[config.mk]
export PLATFORM = sky130hd
export DESIGN_NAME = lfsr_sample_fifo
export DESIGN_NICKNAME = d
export VERILOG_FILES = /design/src/rtl/lfsr_pkg.sv /design/src/rtl/seg7_hex_dec.sv /design/src/rtl/lfsr_sample_fifo.sv
export SDC_FILE = /design/constraint.sdc
export NUM_CORES = 1
export LEC_CHECK = 0
export BUFFER_PORTS_ARGS = -buffer_cell sky130_fd_sc_hd__buf_2
export CELL_PAD_IN_SITES_DETAIL_PLACEMENT = 1
export CELL_PAD_IN_SITES_GLOBAL_PLACEMENT = 1
export CORE_ASPECT_RATIO = 1.1
export CORE_MARGIN = 4
export CORE_UTILIZATION = 47
export CTS_CLUSTER_SIZE = 30
export DETAILED_ROUTE_END_ITERATION = 7
export PLACE_DENSITY_LB_ADDON = 0.1
export REMOVE_ABC_BUFFERS = 1
export SKIP_LAST_GASP = 1
export SYNTH_ARGS = -nofsm -noshare
export SYNTH_HDL_FRONTEND = slang
export SYNTH_SLANG_ARGS = --single-unit
[constraint.sdc]
create_clock -name clk -period 3 [get_ports clk]
set_input_delay 0 -clock clk [delete_from_list [all_inputs] [get_ports clk]]
set_output_delay 0 -clock clk [all_outputs]
set_load 0.005 [all_outputs]
[src/rtl/lfsr_pkg.sv]
// Shared constants and types for the LFSR sample path: word type and
// active-low 7-segment patterns {g,f,e,d,c,b,a}.
package lfsr_pkg;

  localparam int LFSR_W = 8;

  typedef logic [LFSR_W-1:0] lfsr_word_t;

  localparam logic [6:0] SEG_OFF = 7'b1111111;

  localparam logic [6:0] SEG_TABLE [16] = '{
    7'b1000000, 7'b1111001, 7'b0100100, 7'b0110000,
    7'b0011001, 7'b0010010, 7'b0000010, 7'b1111000,
    7'b0000000, 7'b0010000, 7'b0001000, 7'b0000011,
    7'b1000110, 7'b0100001, 7'b0000110, 7'b0001110
  };

  function automatic logic [6:0] hex2seg(input logic [3:0] nib);
    return SEG_TABLE[nib];
  endfunction

endpackage

[src/rtl/seg7_hex_dec.sv]
// Combinational hex digit to active-low 7-segment pattern {g,f,e,d,c,b,a}.
module seg7_hex_dec
  import lfsr_pkg::*;
(
  input  logic [3:0] hex,
  output logic [6:0] seg
);

  assign seg = hex2seg(hex);

endmodule

[src/rtl/lfsr_sample_fifo.sv]
// Samples the LFSR word every PERIOD cycles of shift mode into a small FIFO
// with valid/ready output and sticky overflow. Define LFSR_SAMPLE_SEG_EN for
// registered hex_lo/hex_hi 7-segment views of the FIFO head.
module lfsr_sample_fifo
  import lfsr_pkg::*;
#(
  parameter int WIDTH  = LFSR_W,
  parameter int DEPTH  = 4,
  parameter int PERIOD = 16
) (
  input  logic                     clk,
  input  logic                     rst,
  input  logic [WIDTH-1:0]         rand_in,
  input  logic                     run,
  input  logic                     ovf_clr,
  output logic                     out_valid,
  input  logic                     out_ready,
  output logic [WIDTH-1:0]         out_data,
  output logic [$clog2(DEPTH):0]   count,
  output logic                     overflow
`ifdef LFSR_SAMPLE_SEG_EN
  ,
  output logic [6:0]               hex_lo,
  output logic [6:0]               hex_hi
`endif
);

  localparam int AW = $clog2(DEPTH);
  localparam int CW = (PERIOD > 1) ? $clog2(PERIOD) : 1;

  if (DEPTH < 2 || (DEPTH & (DEPTH - 1)) != 0) begin : g_bad_depth
    $error("lfsr_sample_fifo: DEPTH must be a power of two >= 2");
  end
  if (PERIOD < 1) begin : g_bad_period
    $error("lfsr_sample_fifo: PERIOD must be >= 1");
  end

  logic [CW-1:0]    samp_cnt;
  logic [WIDTH-1:0] mem [DEPTH];
  logic [AW-1:0]    wr_ptr;
  logic [AW-1:0]    rd_ptr;
  logic             push;
  logic             pop;
  logic             full;
  logic             accept;

  assign push      = run && (samp_cnt == CW'(PERIOD - 1));
  assign out_valid = (count != '0);
  assign pop       = out_valid && out_ready;
  assign full      = (count == (AW + 1)'(DEPTH));
  assign accept    = push && (!full || pop);
  // Empty FIFO shows zero rather than stale storage.
  assign out_data  = out_valid ? mem[rd_ptr] : '0;

  always_ff @(posedge clk or posedge rst) begin
    if (rst)
      samp_cnt <= '0;
    else if (!run || push)
      samp_cnt <= '0;
    else
      samp_cnt <= samp_cnt + CW'(1);
  end

  always_ff @(posedge clk) begin
    if (accept)
      mem[wr_ptr] <= rand_in;
  end

  always_ff @(posedge clk or posedge rst) begin
    if (rst) begin
      wr_ptr   <= '0;
      rd_ptr   <= '0;
      count    <= '0;
      overflow <= 1'b0;
    end else begin
      if (accept)
        wr_ptr <= wr_ptr + AW'(1);
      if (pop)
        rd_ptr <= rd_ptr + AW'(1);
      case ({accept, pop})
        2'b10:   count <= count + (AW + 1)'(1);
        2'b01:   count <= count - (AW + 1)'(1);
        default: count <= count;
      endcase
      // A drop in the same cycle as a clear wins so no loss goes unreported.
      if (push && !accept)
        overflow <= 1'b1;
      else if (ovf_clr)
        overflow <= 1'b0;
    end
  end

`ifdef LFSR_SAMPLE_SEG_EN
  if (WIDTH != 8) begin : g_bad_seg_width
    $error("lfsr_sample_fifo: LFSR_SAMPLE_SEG_EN requires WIDTH == 8");
  end

  logic [6:0] seg_lo;
  logic [6:0] seg_hi;

  seg7_hex_dec u_dec_lo (.hex(out_data[3:0]), .seg(seg_lo));
  seg7_hex_dec u_dec_hi (.hex(out_data[7:4]), .seg(seg_hi));

  always_ff @(posedge clk or posedge rst) begin
    if (rst) begin
      hex_lo <= SEG_OFF;
      hex_hi <= SEG_OFF;
    end else if (out_valid) begin
      hex_lo <= seg_lo;
      hex_hi <= seg_hi;
    end else begin
      hex_lo <= SEG_OFF;
      hex_hi <= SEG_OFF;
    end
  end
`endif

endmodule
== Yosys cells after proc, flatten, opt, wreduce, memory -nomap -nowiden ==
Memories as Yosys holds them, arrays and structs flattened.
Index checks and enable logic that the tools add are counted.
W data, S select, Z words.
Operators by class
  multiplexer cells: 7
  eq/ne operators: 4
  add/sub/neg operators: 5
  reduce and logical (&&, ||, !) cells: 12
Operators with widths (count)
  $mux W8: 1
  $pmux W3 S2: 1
  $add A2 B1 Y2 const B: 2
  $add A4 B1 Y4 const B: 1
  $eq A4 B4 Y1 const B: 1
  $logic_and A1 B1 Y1: 4
  $mux W1: 4
  $mux W4: 1
  $reduce_bool A2 Y1: 2
  $add A3 B1 Y3 const B: 1
  $eq A3 B3 Y1 const B: 1
  $logic_not A1 Y1: 3
  $reduce_bool A3 Y1: 1
  $sub A3 B1 Y3 const B: 1
  $eq A2 B1 Y1 const B: 1
  $eq A2 B2 Y1 const B: 1
  $logic_or A1 B1 Y1: 2
Word-level totals
  bits in registers: 12
  RAM bits: 32
  word-level logic and storage cells: 34
  memories kept: 1
  output and inout bits: 13
  bits of input ports: 13
Memories
  mem: words 4, width 8, read ports 1, clocked after Yosys merged registers in 0, write ports 1, line lfsr_sample_fifo.sv:39  | logic [WIDTH-1:0] mem [DEPTH];

== Logic depth before layout (Yosys ltp) ==
Gate-level depths: netlist of run 1.
  word-level depth: 7
  gate-level depth with buffers: 10

== Worst setup path after synthesis of run 1 ==
Ideal clock, no wire load.
  path kind: register to register
  from: reg count[0]
  to: reg count[2]
  setup slack: 816 ps
  library setup time: 79 ps
  path buffers: 0
  data arrival time: 2105 ps
  data required time: 2921 ps
  clock period less this slack: 2184 ps
  stages on the path, launching flop included: 10
  cell sequence: dfrtp_1 or4b_4 nor2b_4 inv_1 ha_1 inv_1 fa_1 xor2_1 nor2_1 xor2_1
Between the ends
  cells in the longest elaborated chain, start to end: 6
Ends and longest elaborated chain
  from (decl): line lfsr_sample_fifo.sv:19  | output logic [$clog2(DEPTH):0] count,
  from (signal assigned): line lfsr_sample_fifo.sv:81  | 2'b10: count <= count + (AW + 1)'(1);
  from (signal assigned): line lfsr_sample_fifo.sv:82  | 2'b01: count <= count - (AW + 1)'(1);
  from (signal assigned): line lfsr_sample_fifo.sv:83  | default: count <= count;
  $eq A3 B3 Y1 or $reduce_bool A3 Y1 (tied branches): line lfsr_sample_fifo.sv:50, lfsr_sample_fifo.sv:48
  $logic_not A1 Y1 or $logic_and A1 B1 Y1 (tied branches): line lfsr_sample_fifo.sv:51, lfsr_sample_fifo.sv:49
  $logic_or A1 B1 Y1: line lfsr_sample_fifo.sv:51  | assign accept = push && (!full || pop);
  $logic_and A1 B1 Y1: line lfsr_sample_fifo.sv:51
  $eq A2 B1 Y1 or $eq A2 B2 Y1 (tied branches): line lfsr_sample_fifo.sv:80  | case ({accept, pop})
  $pmux W3 S2 or $reduce_bool A2 Y1 (tied branches)
Parallel ways exist; a longest one is shown, timed or not.
A chain may end at the register's enable or synchronous reset.

== Worst setup path in the final report of run 1 ==
Same ends and word-level chain as after synthesis.

==> out/summary.txt, run 1 <==
Worst-Skew Late Latency: 290 ps
Synth top area cells: edfxtp_1 52%, dfrtp_1 16%, mux4_2 9.7%
Post-route cell area: 2260 µm²
Max Clock Skew: 4.88 ps
Dpl cell area: 2040 µm²
Vias per Instance: 5.14
Minimum clock period after layout: 2330 ps
Count of inserted antenna diode cells: 0
Max-slew headroom: 60.1%
Number of antenna violations at the first check in global routing: 0
Routed Wire Length: 3.46 mm
I/O pin count: 26
Count of TritonRoute iterations in the first routing pass: 4
Result of the run: finished, final reports clean
RSZ-0062 raised after global routing: false
Fmax: 430 MHz
Initial standard-cell utilization of the core: 49.8%
Clock-pin transition on the worst setup and hold timing paths: 80 ps
Die Outline Area: 5040 µm²
CP max stage delay: 550 ps
Critical path data required time: 3220 ps
Most used flip-flop cell after synthesis: edfxtp_1
Cell count of the worst hold path: 3
Sequential-to-total area share from yosys stat: 67.7%
Worst min path class: in2reg
Worst R2R Path Depth: 9
Setup CP Type: reg2reg
Static Leak: 0.000894 µW
Sequential cell area in the final layout: 1260 µm²
Clock tree sinks: 44
Slew at the pin closest to its max-slew limit: 599 ps
Most common library cells after synthesis: 32 x edfxtp_1, 14 x and2_1, 12 x dfrtp_1, 9 x inv_1, 8 x mux4_2
Power per cell area: 729 nW/µm²
Setup TNS: 0 ps
Via count: 1027
Total routing usage reported by global routing: 16.7%
DRC marker count from the first detailed-route iteration: 33
Final HPWL DP: 2.35 mm
Startpoint type of the worst setup path: register
Final ANT Viol Nets: 0
Cell type with the largest total area after synthesis: edfxtp_1
Worst Path Arrival: 2550 ps
Clock tree root buffer cell: clkbuf_8
Count of cell types in the netlist: 26
Total of warnings raised by yosys: 0
First-pass GRT wire length: 5.86 mm
Post-synthesis area per instance: 17.1 µm²
Number of flops mapped to enable cells by yosys: 32
Number of fillers in the final layout: 366
Area fraction of the dominant cell type after synthesis: 51.6%
Total of max-cap violations: 0
Clock tree from TritonCTS: built
Library cell with the highest instance count after synthesis: edfxtp_1
Cell-by-cell trace of the critical path: or4b_4 -> nor2b_4 -> inv_1 -> ha_1 -> inv_1 -> fa_1 -> xor2_1 -> nor2_1 -> xor2_1
Fraction of layout cells with a size suffix above 1: 29.3%
Maximum VDD drop: 0.000345 V
Type of element capturing the critical path: register
Number of H-tree branching levels: 2
Count of final setup violators: 0
Hold violation total from the final report: 0
Gr ovfl total: 0
Via count of the first global-routing pass: 1204
Area of the core: 3740 µm²
Count of cells resized by post-cts repair: 0
Chip Height: 74.0 µm
Post-synthesis register bit count: 44
P&R area growth vs syn: 21.1%
RD Place Congestion: 0.689
Netlist area before placement: 1860 µm²
Top fanout value on the critical path: 7
Share of the clock period used by the worst path: 77.6%
Post-synth ARST share: 27.3%
Master of the slowest instance on the critical path: or4b_4
Final Max Tran Viols: 0
DR WL/cell: 17.3 µm
Maximum count of clock buffers along a single path: 2
Net count reported at finish: 169
Die X-Extent: 68.0 µm
Combined area of the multi-input logic cells: 556 µm²
Largest net degree at the start of global routing: 14
Num CTS Buffers: 5
Number of buffers added for setup after CTS: 0
Number of remaining DRC errors: 0
Number of placement rows: 23
Port-buffer cells: 25
Syn Inst Count: 109
placed cells by master (no fill, tap or decap):
master          n
xnor2_1         3
mux2_4          1
o21ai_0         1
and3_1          1
nand4b_1        1
nand3_1         2
a21boi_0        1
a21oi_1         1
nor2b_4         1
nand2_1         1
clkbuf_1        1
fa_1            1
xor2_1          4
dlygate4sd3_1  11
or4b_4          1
buf_2          25
nand4_2         1
mux4_2          8
bufinv_16       1
nor2_1          2
ha_1            6
clkinv_2        1
mux2i_1         1
edfxtp_1       32
and2_1         14
clkbuf_8        5
inv_1           9
o22ai_1         1
or3_1           1
dfrtp_1        12
critical path, delay by kind of cell (launching register included):
kind | cells | cell delay, ps
simple gates | 3 | 840
fa+ha+maj | 2 | 550
flops | 1 | 430
xor+xnor | 2 | 310
buf+inv | 2 | 120
state kept, by name, summed over array words and instances (netlist names):
signal and count:
mem 32, samp_cnt 4, count 3, rd_ptr 2, wr_ptr 2, overflow 1
power by group:
group | leakage [µW] | switching, µW | internal [µW]
Sequential | 0.000436 | 92.4 | 692
Combinational | 0.000403 | 157 | 263
Clock | 0.0000552 | 193 | 247
worst paths after layout:
path / from / slack [ps] / to
setup / recovery: count[0] / 670 / count[2]
hold / removal: out_ready / 30 / rd_ptr[1]
setup reg to reg: count[0] / 670 / count[2]
hold reg to reg: samp_cnt[0] / 510 / samp_cnt[0]
max in group asynchronous: rst / 2390 / samp_cnt[1]
min in group asynchronous: rst / 290 / samp_cnt[0]
metrics by stage:
stage	utilization [%]	power (µW)	worst slack (ps)	std cells	hold WS, ps
final	60.3	1650	672	200	32.0
after global routing	60.3	1750	527	200	46.0
after CTS	60.3	1680	648	200	33.4
after detailed placement	54.5	1220	686	181	42.1
after global placement	54.5	1210	774	181	40.0
after floorplan	-	1050	816	106	-135
per-layer routing:
metal	global-route usage (%)	vias up	part of all wire [%]
li1	-	480	-
met1	18.8	516	37
met2	30.0	26	57
met3	4.08	5	4.3
met4	6.62	0	1.6
met5	0	-	0
repair_timing:
action	CTS	global route
setup endpoints to repair	0	0
endpoints found under the hold margin	48	0
hold buffers	11	0
final cells by class:
cell class                 count  share of cell area, %
sequential                    44                   55.9
multi-input combinational     53                   24.6
timing repair buffer          36                   10.4
clock buffer                   6                   3.22
tap                           50                   2.77
clock inverter                 2                   1.55
inverter                       9                   1.50
kinds of logic (layout without fill, tap and decap cells):
family | count (synthesis) | after routing | synth area share, %
compound gates | 4 | 4 | 1.28
mux | 10 | 10 | 11.0
simple gates | 25 | 25 | 9.13
flops | 44 | 44 | 67.7
fa+ha+maj | 7 | 7 | 5.10
buf+inv | 12 | 53 | 2.48
xor+xnor | 7 | 7 | 3.29
No activity file was read; power rests on OpenSTA's default activity.
==> run 2, diff against run 1 <==
--- a/config.mk
+++ b/config.mk
@@ -5,12 +5,13 @@
 export SDC_FILE = /design/constraint.sdc
 export NUM_CORES = 1
 export LEC_CHECK = 0
+export ABC_AREA = 1
 export BUFFER_PORTS_ARGS = -buffer_cell sky130_fd_sc_hd__buf_2
 export CELL_PAD_IN_SITES_DETAIL_PLACEMENT = 1
 export CELL_PAD_IN_SITES_GLOBAL_PLACEMENT = 1
 export CORE_ASPECT_RATIO = 1.1
 export CORE_MARGIN = 4
-export CORE_UTILIZATION = 47
+export CORE_UTILIZATION = 44
 export CTS_CLUSTER_SIZE = 30
 export DETAILED_ROUTE_END_ITERATION = 7
 export PLACE_DENSITY_LB_ADDON = 0.1
==> constraint.sdc (replaced) <==
create_clock -name clk -period 2.4 [get_ports clk]
set_input_delay 0 -clock clk [delete_from_list [all_inputs] [get_ports clk]]
set_output_delay 0 -clock clk [all_outputs]
set_load 0.005 [all_outputs]
==> out/summary.txt, run 2 <==
Result of the run: finished, final reports clean
Gr ovfl total: 0 (unchanged)
Kind of cell adding the most delay to the critical path: adder cells
Register with the most flip-flops: mem
Count of final setup violators: 0 (unchanged)
Number of placement rows: 25 (+8.7%)
Port-buffer cells: 25 (unchanged)
Number of remaining DRC errors: 0 (unchanged)
Setup CP Type: reg2reg
Clock tree sinks: 44 (unchanged)
DRC marker count from the first detailed-route iteration: 53 (+61%)
Clock tree from TritonCTS: built
Hold violation total from the final report: 0 (unchanged)
CP max stage delay: 420 ps (-130 ps)
Clock-pin transition on the worst setup and hold timing paths: 80 ps (about the same)
Post-synthesis register bit count: 44 (unchanged)
Net count reported at finish: 274 (+62%)
Master of the slowest instance on the critical path: dfrtp_1
Count of inserted antenna diode cells: 0 (unchanged)
Number of antenna violations at the first check in global routing: 0 (unchanged)
I/O pin count: 26 (unchanged)
Cell type with the largest total area after synthesis: edfxtp_1
Synth top area cells: edfxtp_1 47%, dfrtp_1 15%, inv_1 9.6%
Most used flip-flop cell after synthesis: edfxtp_1
Max-slew headroom: 65.7% (+5.6 points)
First-pass GRT wire length: 7.80 mm (+33%)
Post-synth ARST share: 27.3% (unchanged)
P&R area growth vs syn: 19.0%
Routed Wire Length: 4.52 mm (+31%)
Number of H-tree branching levels: 2 (unchanged)
Startpoint type of the worst setup path: register
Slew at the pin closest to its max-slew limit: 514 ps (-85.2 ps)
Static Leak: 0.00119 µW (+33%)
Buffering stage count on the worst path with inverters included: 1 (-1)
Final Max Tran Viols: 0 (unchanged)
RSZ-0062 raised after global routing: false
Most frequent standard cell in the layout excluding fill and tap cells: inv_1
Worst-Skew Late Latency: 290 ps (about the same)
Total of warnings raised by yosys: 0 (unchanged)
Type of element capturing the critical path: register
Fraction of layout cells with a size suffix above 1: 16.9% (-12 points)
Power per cell area: 882 nW/µm² (+21%)
Total of max-cap violations: 0 (unchanged)
Worst path most repeated cell: nand2_1
Number of flip-flops in the largest register: 32 (unchanged)
Largest net degree at the start of global routing: 18 (+4)
Filler-free cell count of the finished design: 309 (+55%)
Critical path data required time: 2590 ps (-630 ps)
Final ANT Viol Nets: 0 (unchanged)
Sequential-to-total area share from yosys stat: 61.1% (-6.6 points)
Final HPWL DP: 3.27 mm (+39%)
DR WL/cell: 14.6 µm (-15%)
Vias per Instance: 4.81 (-6.4%)
Max Clock Skew: 4.63 ps (-0.241 ps)
Count of cell types in the netlist: 20 (-23%)
Via count: 1485 (+45%)
Via count of the first global-routing pass: 1698 (+41%)
Library cell with the highest instance count after synthesis: inv_1
Count of TritonRoute iterations in the first routing pass: 4 (unchanged)
Cell-by-cell trace of the critical path: ha_1 -> nand3_2 -> nor2_4 -> nand2_2 -> ha_1 -> inv_1 -> fa_1 -> nand2_1 -> nand3_1 -> nand2_1 -> nand2_1
Initial standard-cell utilization of the core: 46.8% (-3.0 points)
Num CTS Buffers: 5 (unchanged)
Area of the core: 4410 µm² (+18%)
Placed cell count: 290 (+60%)
Maximum count of clock buffers along a single path: 2 (unchanged)
Die X-Extent: 73.3 µm (+7.7%)
Total routing usage reported by global routing: 18.0% (+1.3 points)
Most common library cells after synthesis: 53 x inv_1, 50 x nand2_1, 32 x edfxtp_1, 20 x nand3_1, 12 x dfrtp_1
Syn Inst Count: 210 (+93%)
Die Outline Area: 5850 µm² (+16%)
Flop2flop setup slack: 400 ps (-270 ps)
Share of the clock period used by the worst path: 83.4% (+5.8 points)
Commonest cells after routing, fill and taps aside: 53 x inv_1, 50 x nand2_1, 32 x edfxtp_1
Netlist area before placement: 2060 µm² (+11%)
Setup TNS: 0 ps (unchanged)
Worst min path class: in2reg
Minimum clock period after layout: 2000 ps (-327 ps)
Maximum VDD drop: 0.000512 V (+48%)
RD Place Congestion: 0.833 (+21%)
Top fanout value on the critical path: 7 (unchanged)
Worst Path Arrival: 2190 ps (-360 ps)
Clock tree root buffer cell: clkbuf_8
Area fraction of the dominant cell type after synthesis: 46.6% (-5.0 points)
Final hold slack: 72.8 ps (+40.9 ps)
Number of flops mapped to enable cells by yosys: 32 (unchanged)
Post-synthesis area per instance: 9.82 µm² (-43%)
Chip Height: 79.8 µm (+7.8%)
Regs by FF count: mem (32), samp_cnt (4), count (3)
Fmax: 500 MHz (+16%)
run 2: cell types whose count changed in the layout (fill, tap and decap cells not counted), moves of 7 or more:
cell / before / now
nand2_1: 1 / 50
inv_1: 9 / 53
nand3_1: 2 / 20
and2_1: 14 / 0
mux4_2: 8 / 0
nor2_1: 2 / 10
a21oi_1: 1 / 8
run 2: through the flow:
stage	util, %	instance area, µm²	setup slack, ps	total power, µW
detailed placement	51.1	2260	400	1720
global route	55.7	2460	181	2350
CTS	55.7	2460	404	2200
finish	55.7	2460	399	2170
global placement	51.1	2260	538	1650
floorplan	-	2030	612	1380
run 2: timing repair:
item / 4_1_cts / 5_1_grt
hold buffers: 11 / 0
hold endpoints to repair: 49 / 0
buffers inserted: 0 / 0
setup endpoints to repair: 0 / 0
gates resized for setup: 0 / 0
run 2: cell type report:
class | count | area (µm²)
fill | 530 | 1950
sequential | 44 | 1260
multi-input combinational | 108 | 557
timing repair buffer | 41 | 273
inverter | 54 | 208
clock buffer | 8 | 90.1
tap | 54 | 67.6
run 2: final timing paths:
| path | startpoint | to | cells after the start |
|---|---|---|---|
| hold / removal | out_ready | rd_ptr[0] | 4 |
| max in group asynchronous | rst | rd_ptr[0] | 3 |
| setup reg to reg | samp_cnt[0] | count[2] | 11 |
| hold reg to reg | samp_cnt[0] | samp_cnt[0] | 1 |
| setup / recovery | samp_cnt[0] | count[2] | 11 |
| min in group asynchronous | rst | samp_cnt[1] | 3 |
run 2: logic make-up after synthesis:
group           after synthesis  synth area share, %
compound gates               13                 3.34
xor+xnor                      2                0.849
fa+ha+maj                     7                 4.61
buf+inv                      58                 11.9
flops                        44                 61.1
simple gates                 86                 18.2
run 2: layer usage:
metal / global-route usage, % / up-vias / share of wire [%]
met5: 0 / - / 0
met4: 7.25 / 0 / 2.3
met3: 3.65 / 10 / 2.9
met2: 33.5 / 23 / 55
met1: 19.4 / 720 / 39
li1: - / 732 / -
run 2: report_power, final:
| group | internal [µW] | switching, µW |
|---|---|---|
| Clock | 235 | 226 |
| Sequential | 863 | 100 |
| Combinational | 307 | 436 |
run 2: worst min-delay path: stages:
cell,delay [ps]
buf_2,90
nand2_1,100
nand2_1,80
nand2_1,50
==> run 3, diff against run 2 <==
--- a/config.mk
+++ b/config.mk
@@ -11,7 +11,7 @@
 export CELL_PAD_IN_SITES_GLOBAL_PLACEMENT = 1
 export CORE_ASPECT_RATIO = 1.1
 export CORE_MARGIN = 4
-export CORE_UTILIZATION = 44
+export CORE_UTILIZATION = 40
 export CTS_CLUSTER_SIZE = 30
 export DETAILED_ROUTE_END_ITERATION = 7
 export PLACE_DENSITY_LB_ADDON = 0.1
==> constraint.sdc (replaced) <==
create_clock -name clk -period 1.65 [get_ports clk]
set_input_delay 0 -clock clk [delete_from_list [all_inputs] [get_ports clk]]
set_output_delay 0 -clock clk [all_outputs]
set_load 0.005 [all_outputs]
==> out/summary.txt, run 3 (synthesized netlist as in run 2, its figures left out) <==
Result of the run: complete, but fails checks
Violated checks: negative setup slack
Max Clock Skew: 4.40 ps (-0.239 ps)
RSZ-0062 raised after global routing: true
CP max stage delay: 440 ps (+20 ps)
Number of placement rows: 27 (+8.0%)
Power per cell area: 1230 nW/µm² (+39%)
Number of H-tree branching levels: 2 (unchanged)
Commonest cells after routing, fill and taps aside: 49 x inv_1, 46 x nand2_1, 32 x edfxtp_1
Endpoint with the worst hold slack: rd_ptr[1]
Setup CP Type: reg2reg
Total of max-cap violations: 0 (unchanged)
Static Leak: 0.00129 µW (+7.8%)
Fmax: 577 MHz (+15%)
Largest net degree at the start of global routing: 18 (unchanged)
P&R area growth vs syn: 30.9%
Slew at the pin closest to its max-slew limit: 535 ps (+21.5 ps)
Clock tree sinks: 44 (unchanged)
Routed Wire Length: 4.55 mm (+0.62%)
Clock-pin transition on the worst setup and hold timing paths: 80 ps (about the same)
Worst min path class: in2reg
Regs by FF count: mem (32), samp_cnt (4), count (3)
Flop2flop setup slack: -80 ps (-480 ps)
Worst R2R Path Depth: 8 (-3)
Via count of the first global-routing pass: 1559 (-8.2%)
Critical path data required time: 1870 ps (-720 ps)
First-pass GRT wire length: 7.64 mm (-2.0%)
Share of the clock period used by the worst path: 105% (+22 points)
Worst r2r src: samp_cnt[0]
Buffering stage count on the worst path with inverters included: 1 (unchanged)
Total routing usage reported by global routing: 15.6% (-2.4 points)
Number of antenna violations at the first check in global routing: 0 (unchanged)
Setup TNS: -135 ps (-135 ps)
Type of element capturing the critical path: register
Initial standard-cell utilization of the core: 41.3% (-5.5 points)
Final core utilization: 54.0% (-1.7 points)
DR WL/cell: 13.5 µm (-7.5%)
RD Place Congestion: 0.711 (-15%)
Register with the most flip-flops: mem
Vias per Instance: 4.57 (-5.0%)
Fraction of layout cells with a size suffix above 1: 28.8% (+12 points)
Final ANT Viol Nets: 0 (unchanged)
Chip Height: 83.3 µm (+4.4%)
Smallest setup slack after layout: -82.6 ps (-482 ps)
Max-slew headroom: 64.3% (-1.4 points)
Num CTS Buffers: 5 (unchanged)
Number of remaining DRC errors: 0 (unchanged)
Final HPWL DP: 3.02 mm (-7.6%)
Worst path most repeated cell: ha_4
Kind of cell adding the most delay to the critical path: adder cells
Most frequent standard cell in the layout excluding fill and tap cells: inv_1
Top fanout value on the critical path: 3 (-4)
Hold violation total from the final report: 0 (unchanged)
I/O pin count: 26 (unchanged)
Net count reported at finish: 297 (+8.4%)
Cell count of the worst hold path: 4 (unchanged)
Worst Path Arrival: 1950 ps (-240 ps)
Number of flip-flops in the largest register: 32 (unchanged)
Area of the core: 5000 µm² (+13%)
Count of TritonRoute iterations in the first routing pass: 4 (unchanged)
Maximum count of clock buffers along a single path: 2 (unchanged)
Maximum VDD drop: 0.000736 V (+44%)
Minimum clock period after layout: 1730 ps (-268 ps)
Clock tree from TritonCTS: built
Master of the slowest instance on the critical path: fa_2
Worst-Skew Late Latency: 290 ps (about the same)
Count of inserted antenna diode cells: 0 (unchanged)
Count of final setup violators: 2 (+2)
Cell-by-cell trace of the critical path: ha_4 -> nand3_4 -> nor2_4 -> nand2_2 -> ha_4 -> inv_2 -> fa_2 -> o21ai_1
Final Max Tran Viols: 0 (unchanged)
Startpoint of the lowest-slack hold path: out_ready
Die X-Extent: 76.5 µm (+4.3%)
Port-buffer cells: 25 (unchanged)
Startpoint type of the worst setup path: register
Reg-to-reg endpoint: count[1]
DRC marker count from the first detailed-route iteration: 71 (+34%)
Gr ovfl total: 0 (unchanged)
Via count: 1534 (+3.3%)
Die Outline Area: 6370 µm² (+8.9%)
Clock tree root buffer cell: clkbuf_8
run 3: cell count changes in the layout (fill, tap and decap cells not counted), moves of 3 or more:
cell	before	now
buf_4	5	24
buf_6	0	4
inv_1	53	49
nand2_1	50	46
nand2_2	2	6
inv_2	0	3
nor2_1	10	7
run 3: worst min-delay path, cell delays in order:
cell,delay [ps]
buf_2,110
nand2_1,90
buf_4,130
o21ai_0,60
run 3: timing repair:
item / 4_1_cts / 5_1_grt
hold buffers: 11 / 0
setup buffers: 8 / 3
pin swaps: 3 / 2
endpoints found under the setup margin: 2 / 45
gates resized for setup: 6 / 18
endpoints found under the hold margin: 49 / 0
run 3: worst max path at each step:
stage | endpoint | slack [ps] | start | depth (start not counted)
floorplan | count[2] | -140 | samp_cnt[0] | 11
global placement | count[2] | -90 | samp_cnt[0] | 11
detailed placement | count[2] | -150 | samp_cnt[0] | 11
CTS | count[1] | -60 | samp_cnt[1] | 8
global route | count[2] | -180 | samp_cnt[0] | 12
finish | count[1] | -80 | samp_cnt[0] | 8
run 3: per-layer routing:
metal,global-route usage [%],routed length [µm],vias up
met2,29.1,2500,20
met3,3.80,126,6
met5,0,0,-
met1,17.1,1870,725
li1,-,-,783
met4,4.94,59,0
run 3: layout make-up:
cell class              count  area (µm²)
fillers                   586        2300
flip-flops and latches     44        1260
multi-input cells         108         614
repair buffers             64         460
inverters                  54         211
clock buffers               7        76.3
well taps                  58        72.6
clock inverters             1        3.75
run 3: stage by stage:
stage                     total power (µW)  setup slack, ps  cell area [µm²]  cells  hold WS [ps]
final                                 3310            -82.6             2700    336           146
after global routing                  3580             -175             2700    336           191
after CTS                             3280            -64.9             2620    333           110
after detailed placement              2590             -148             2350    306          59.9
after global placement                2570            -90.3             2350    306          53.6
after floorplan                       2010             -138             2030    206          -135
run 3: power by group:
group	leakage, µW	internal [µW]	switching (µW)
logic	0.000803	600	737
registers	0.000442	1260	96.4
clock network	0.0000399	295	328
